$ cat config.mk
export PLATFORM = sky130hd
export DESIGN_NAME = demux16_deser
export DESIGN_NICKNAME = d
export VERILOG_FILES = /design/src/rtl/demux16_deser.sv
export SDC_FILE = /design/constraint.sdc
export NUM_CORES = 1
export LEC_CHECK = 0
export ABC_AREA = 1
export CORE_MARGIN = 1
export CORE_UTILIZATION = 50
export CTS_CLUSTER_SIZE = 40
export DETAILED_ROUTE_END_ITERATION = 16
export PLACE_DENSITY = 0.76
export SYNTH_ARGS = -nofsm -noshare
export SYNTH_HDL_FRONTEND = slang
export SYNTH_SLANG_ARGS = --single-unit
$ cat constraint.sdc
create_clock -name clk -period 2.1 [get_ports clk]
set_input_delay 0.42 -clock clk [delete_from_list [all_inputs] [get_ports clk]]
set_output_delay 0.42 -clock clk [all_outputs]
set_load 0.02 [all_outputs]
$ cat src/rtl/demux16_deser.sv
// demux16_deser: bit-serial to 16-bit parallel collector.
// Steers each accepted bit into an accumulator and emits framed words.
module demux16_deser #(
    parameter bit LSB_FIRST      = 1'b1,
    parameter bit CLEAR_ON_FRAME = 1'b1
) (
    input  logic        clk,
    input  logic        rst_n,
    input  logic        in_valid,
    output logic        in_ready,
    input  logic        in_bit,
    input  logic [3:0]  in_sel,
    input  logic        addr_mode,
    input  logic        in_last,
    output logic        out_valid,
    input  logic        out_ready,
    output logic [15:0] out_data,
    output logic [4:0]  out_count
);

    localparam logic [0:0] COLLECT = 1'b0;
    localparam logic [0:0] STALL   = 1'b1;

    logic [0:0]  state;
    logic [15:0] acc;
    logic [4:0]  cnt;
    logic [4:0]  held_count;

    logic        accept;
    logic        consume;
    logic        complete;
    logic [3:0]  auto_pos;
    logic [3:0]  pos;
    logic [4:0]  cnt_next;
    logic [15:0] merged;
    logic [15:0] acc_after_frame;
    logic [15:0] acc_after_release;

    assign in_ready = rst_n & (state == COLLECT);
    assign accept   = in_valid & in_ready;
    assign consume  = out_valid & out_ready;

    // Target position and the accumulator with the incoming bit merged in
    always_comb begin
        auto_pos = LSB_FIRST ? cnt[3:0] : (4'd15 - cnt[3:0]);
        pos      = addr_mode ? in_sel : auto_pos;
        cnt_next = cnt + 5'd1;
        merged      = acc;
        merged[pos] = in_bit;
        complete    = accept & (in_last | (cnt_next == 5'd16));
        acc_after_frame   = CLEAR_ON_FRAME ? 16'h0000 : merged;
        acc_after_release = CLEAR_ON_FRAME ? 16'h0000 : acc;
    end

    // Frame assembly, output register load and stall handling
    always_ff @(posedge clk) begin
        if (!rst_n) begin
            state      <= COLLECT;
            acc        <= 16'h0000;
            cnt        <= 5'd0;
            held_count <= 5'd0;
            out_valid  <= 1'b0;
            out_data   <= 16'h0000;
            out_count  <= 5'd0;
        end else begin
            unique case (state)
                COLLECT: begin
                    if (consume) begin
                        out_valid <= 1'b0;
                    end
                    if (accept) begin
                        if (complete) begin
                            cnt <= 5'd0;
                            if (!out_valid || consume) begin
                                out_data  <= merged;
                                out_count <= cnt_next;
                                out_valid <= 1'b1;
                                acc       <= acc_after_frame;
                            end else begin
                                // Output slot busy: park the word in acc
                                acc        <= merged;
                                held_count <= cnt_next;
                                state      <= STALL;
                            end
                        end else begin
                            acc <= merged;
                            cnt <= cnt_next;
                        end
                    end
                end
                STALL: begin
                    // out_valid is already 1 here and stays 1
                    if (consume) begin
                        out_data  <= acc;
                        out_count <= held_count;
                        acc       <= acc_after_release;
                        state     <= COLLECT;
                    end
                end
                default: begin
                    state <= COLLECT;
                end
            endcase
        end
    end

endmodule

## Word-level counts from Yosys, hierarchy flattened

Index checks and enable logic that the tools add are counted.

| word-level totals | value |
|---|---|
| logic and storage cells | 58 |
| register bits after elaboration | 49 |
| output and inout port bits | 23 |
| bits of input ports | 11 |

| cells by class | value |
|---|---|
| magnitude comparators | 2 |
| reductions and logical operators | 7 |
| muxes and demuxes | 29 |
| bitwise logic cells | 7 |
| add/subtract/negate cells | 1 |
| equal/unequal tests | 5 |

Operators with widths:

| operator | count |
|---|---|
| $mux W16 | 8 |
| $pmux W16 S2 | 2 |
| $mux W5 | 5 |
| $bwmux W16 | 1 |
| $pmux W5 S2 | 1 |
| $mux W1 | 9 |
| $reduce_and A4 Y1 | 2 |
| $add A5 B1 Y5 const B | 1 |
| $eq A5 B5 Y1 const B | 1 |
| $lt A4 B5 Y1 const B | 1 |
| $and A1 B1 Y1 | 4 |
| $demux W1 S4 | 1 |
| $ge A4 B1 Y1 const B | 1 |
| $mux W4 | 1 |
| $ne A2 B1 Y1 const B | 2 |
| $ne A2 B2 Y1 const B | 2 |
| $reduce_and A2 Y1 | 2 |
| $not A1 Y1 | 2 |
| $pmux W1 S2 | 1 |
| $logic_and A1 B1 Y1 | 1 |
| $logic_not A1 Y1 | 1 |
| $logic_or A1 B1 Y1 | 1 |
| $or A1 B1 Y1 | 1 |

## Depth between registers and ports, before layout

| depth | value |
|---|---|
| depth after elaboration | 10 |
| mapped depth | 12 |
| mapped depth without buffers | 10 |

## Least setup slack after synthesis

OpenSTA, ideal clock, no wires.

| timing path | value |
|---|---|
| kind | in2reg |
| from | input port rst_n |
| to | register acc[11] |
| arrival | 1520 ps |
| path slack | 452 ps |
| stages | 10 |
| setup time | 128 ps |
| data required time | 1972 ps |
| path buffers | 1 |
| cells stage by stage | inv_2 -> nor2_4 -> nand2_2 -> a21oi_2 -> nand2_1 -> nand2_1 -> nand2_1 -> buf_2 -> nand2b_1 -> a21oi_1 |

| on the way | value |
|---|---|
| longest elaborated chain between the ends | 6 |
| elaborated cells on any way between the ends | 8 |
| those cells by class | 1 x eq/ne; 3 x mux; 3 x bitwise; 1 x reduce/logical |

RTL lines:

| what | line | text |
|---|---|---|
| start, declared | 8 | `input logic rst_n,` |
| $and A1 B1 Y1 * | 39 | `assign in_ready = rst_n & (state == COLLECT);` |
| net in_ready | 10 | `output logic in_ready,` |
| $and A1 B1 Y1 * | 40 | `assign accept = in_valid & in_ready;` |
| $and A1 B1 Y1 | 50 | `complete = accept & (in_last \| (cnt_next == 5'd16));` |
| $mux W16 | 72 | `if (complete) begin` |
| $mux W16 | 71 | `if (accept) begin` |
| $pmux W16 S2 | 66 | `unique case (state)` |
| end signal, assigned | 78 | `acc <= acc_after_frame;` |
| end signal, assigned | 81 | `acc <= merged;` |
| end signal, assigned | 86 | `acc <= merged;` |
| end, declared | 25 | `logic [15:0] acc;` |

Mark *: on every way through the listed nets, which the timed path passes. The rest lies on a longest branch. The select of a mux whose other input is x is not followed.
A chain may end at the register's enable or synchronous reset.

## Final worst setup path

| timing path | value |
|---|---|
| from | register cnt[1] |
| to | register out_data[5] |

| on the way | value |
|---|---|
| longest elaborated chain between the ends | 10 |
| elaborated cells on any way between the ends | 17 |
| those cells by class | 1 x add/sub; 2 x order compare; 2 x eq/ne; 8 x mux; 2 x bitwise; 2 x reduce/logical |

RTL lines:

| what | line | text |
|---|---|---|
| start, declared | 26 | `logic [4:0] cnt;` |
| start signal, assigned | 87 | `cnt <= cnt_next;` |
| $mux W4 | 46 | `pos = addr_mode ? in_sel : auto_pos;` |
| $lt A4 B5 Y1 (not written as such) or $ge A4 B1 Y1 (tied branches) | 49 | `merged[pos] = in_bit;` |
| $logic_and A1 B1 Y1 (not written as such) | 49 |  |
| $mux W1 (not written as such) | 49 |  |
| $demux W1 S4 | 49 |  |
| $bwmux W16 | 49 |  |
| $mux W16 | 74 | `if (!out_valid \|\| consume) begin` |
| $mux W16 | 72 |  |
| $mux W16 | 71 |  |
| $pmux W16 S2 | 66 |  |
| end signal, assigned | 75 | `out_data <= merged;` |
| end, declared | 17 | `output logic [15:0] out_data,` |

Parallel ways exist; a longest one is shown, timed or not. The select of a mux whose other input is x is not followed.

==> reports/metrics.yaml <==
power_and_ir_drop:
  leakagePower_nw: 1.47
  finalPower_mw: 1.83
  power.density_nw_per_um2: 578
  vdd_drop_max_mv: 0.414
clock_tree:
  insertion_delay_ps: 300
  cts.sinks: 49
  cts_tree: "yes"
  cts.htree.levels: 2
  cts_inserted_buffers: 5
  cts.path.max_buffers: 2
  clk_pin_slew_ps: 90
  cts_hold_buffers: 0
  post_cts_buffers: 0
  cts_root_buf: "clkbuf_8"
global_routing:
  overflow: 0
  grt_pass1_wl_um: 10400
  first_global_vias: 2346
  grt_max_degree: 42
  track_usage_pct: 24.0
  grt_antenna_before_repair: 0
route:
  drc: 0
  drtIter0Drc: 154
  post_drt_wl_per_cell_um: 11.7
  antenna_left: 0
  drt-total-wl_um: 6220
  vias_per_cell: 5.06
  num_vias: 2689
  first_pass_iters: 4
setup_path:
  crit_required_ps: 2300
  crit_type: "register to register"
  rr_startpoint: "cnt[1]"
  path_max_fanout: 23
  rrSetupSlack_ps: 280
  r2r_cells: 9
  crit_arrival_ps: 2020
  end_kind: "register"
  startpoint: "cnt[1]"
  start_kind: "register"
finish:
  drive_above_1_share_pct: 5.64
  seq_area_um2: 982
  n_antenna_cell: 0
  nNetsFinal: 473
  design_area_um2: 3170
  final-instance-count-excl-fill: 531
  fillers: 531
  synthToLayoutAreaGrowth_pct: 18.7
  multi_input_area_um2: 1380
  final_cell_mix: "nand2_1, nor2_1, inv_1, o21ai_0, dfxtp_1"
  final_common_cell: "nand2_1"
synthesis:
  syn_area_um2: 2670
  ys_warn_count: 0
  yosysUniqueCellTypes: 24
  syn_inst: 431
  synth_seq_area_share_pct: 36.7
  avgSynthCellArea_um2: 6.20
  syn-num-nets: 443
  ys_seq_elements: 49
die:
  dieWidth_um: 75.1
  core_area_um2: 5140
  die_area_um2: 5640
  rows: 26
  start_util_pct: 52.0
  die_h_um: 75.1
  ios: 34
min_path:
  hold_depth: 2
  hp-start: "held_count[3]"
  hp-class: "register to register"
job:
  maxCapViolCount: 0
sta:
  rsz0062_at_grt: "false"
  maxSlewViolCount: 0
  relSlewSlack_pct: 72.5
  clock_skew_ps: 5.39
  setup_viol: 0
  setup_tns_ps: 0
  hold_violations: 0
  finalCritPeriodShare_pct: 86.8
  whs_ps: 470
  layout_min_cycle_time_ps: 1820
  tightest_slew_ps: 412
  fmax_mhz: 549
placed_design:
  dpl.cell_count: 524
  place_congestion: 0.947
  dp_hpwl_um: 4370
  io_buffers: 33
  placed_cell_area_um2: 3080
run_status:
  status: "finished, final reports clean"
[worst max-delay path, stage by stage (launching register included)]
cell	delay, ps
dfxtp_1	400
ha_1	240
nand4_1	180
a21oi_2	180
nand2_1	90
nand3_1	110
nand3_2	80
buf_4	220
nor2_1	150
nor2_1	60
[where the power goes]
part	internal (mW)	switching, mW
clock	0.262	0.303
sequential	0.962	0.0204
combinational	0.112	0.175
[synth_stat cells]
cell,count,area share (%)
buf_2,5,0.94
nand3_1,30,5.6
ha_1,1,0.47
nand3_2,1,0.37
nor2_4,1,0.42
a21oi_2,1,0.33
o21ai_0,52,9.7
nand2b_1,10,2.3
buf_6,2,0.84
nand2_1,103,14
inv_2,3,0.42
dfxtp_1,49,37
inv_1,54,7.6
o31ai_2,1,0.47
a31oi_1,2,0.47
buf_1,1,0.14
o21bai_1,7,2.0
nor2_1,68,9.6
nand4_1,2,0.47
or2_2,1,0.23
a21oi_1,24,4.5
nand2_2,1,0.23
clkbuf_1,11,1.5
clkbuf_2,1,0.19
[path summary, 6_finish.rpt]
check | endpoint
hold / removal | held_count[3]
hold reg to reg | held_count[3]
setup / recovery | out_data[5]
setup reg to reg | out_data[5]
[per-stage QoR]
stage / utilization, % / worst slack (ps)
floorplan: - / 452
global placement: 59.9 / -112
detailed placement: 59.9 / -153
CTS: 61.6 / 5.62
global route: 61.7 / 36.5
finish: 61.7 / 278
[flip-flops by register name, summed over array words and instances (netlist names)]
signal and cells:
state 1, out_data 16, held_count 5, out_count 5, acc 16, out_valid 1
cnt 5
[metal layers]
metal	wire length, um	GRT usage [%]
met4	88	6.71
met2	2900	40.7
met3	192	4.15
met1	3040	31.2
met5	0	0
[cell families (layout without fill, tap and decap cells)]
group                    count (synthesis)  in the layout  share of synthesized area (%)
adder cells (fa/ha/maj)                  1              1                          0.468
flip-flops                              49             49                           36.7
AND/OR/NAND/NOR                        217            217                           33.7
AO/OA/AOI/OAI                           87             87                           17.5
buffers and inverters                   77            107                           11.7
[final cells by class]
type                       instances  share of cell area (%)
multi-input combinational        305                    43.5
sequential                        49                    31.0
timing repair buffer              43                    13.3
inverter                          57                    6.74
tap                               70                    2.76
clock buffer                       7                    2.72
[repair_timing]
item,CTS,global route
resized for setup,0,3
endpoints found under the hold margin,0,0
setup endpoints to repair,0,17
Note: power is estimated with default switching activity, not from simulation.
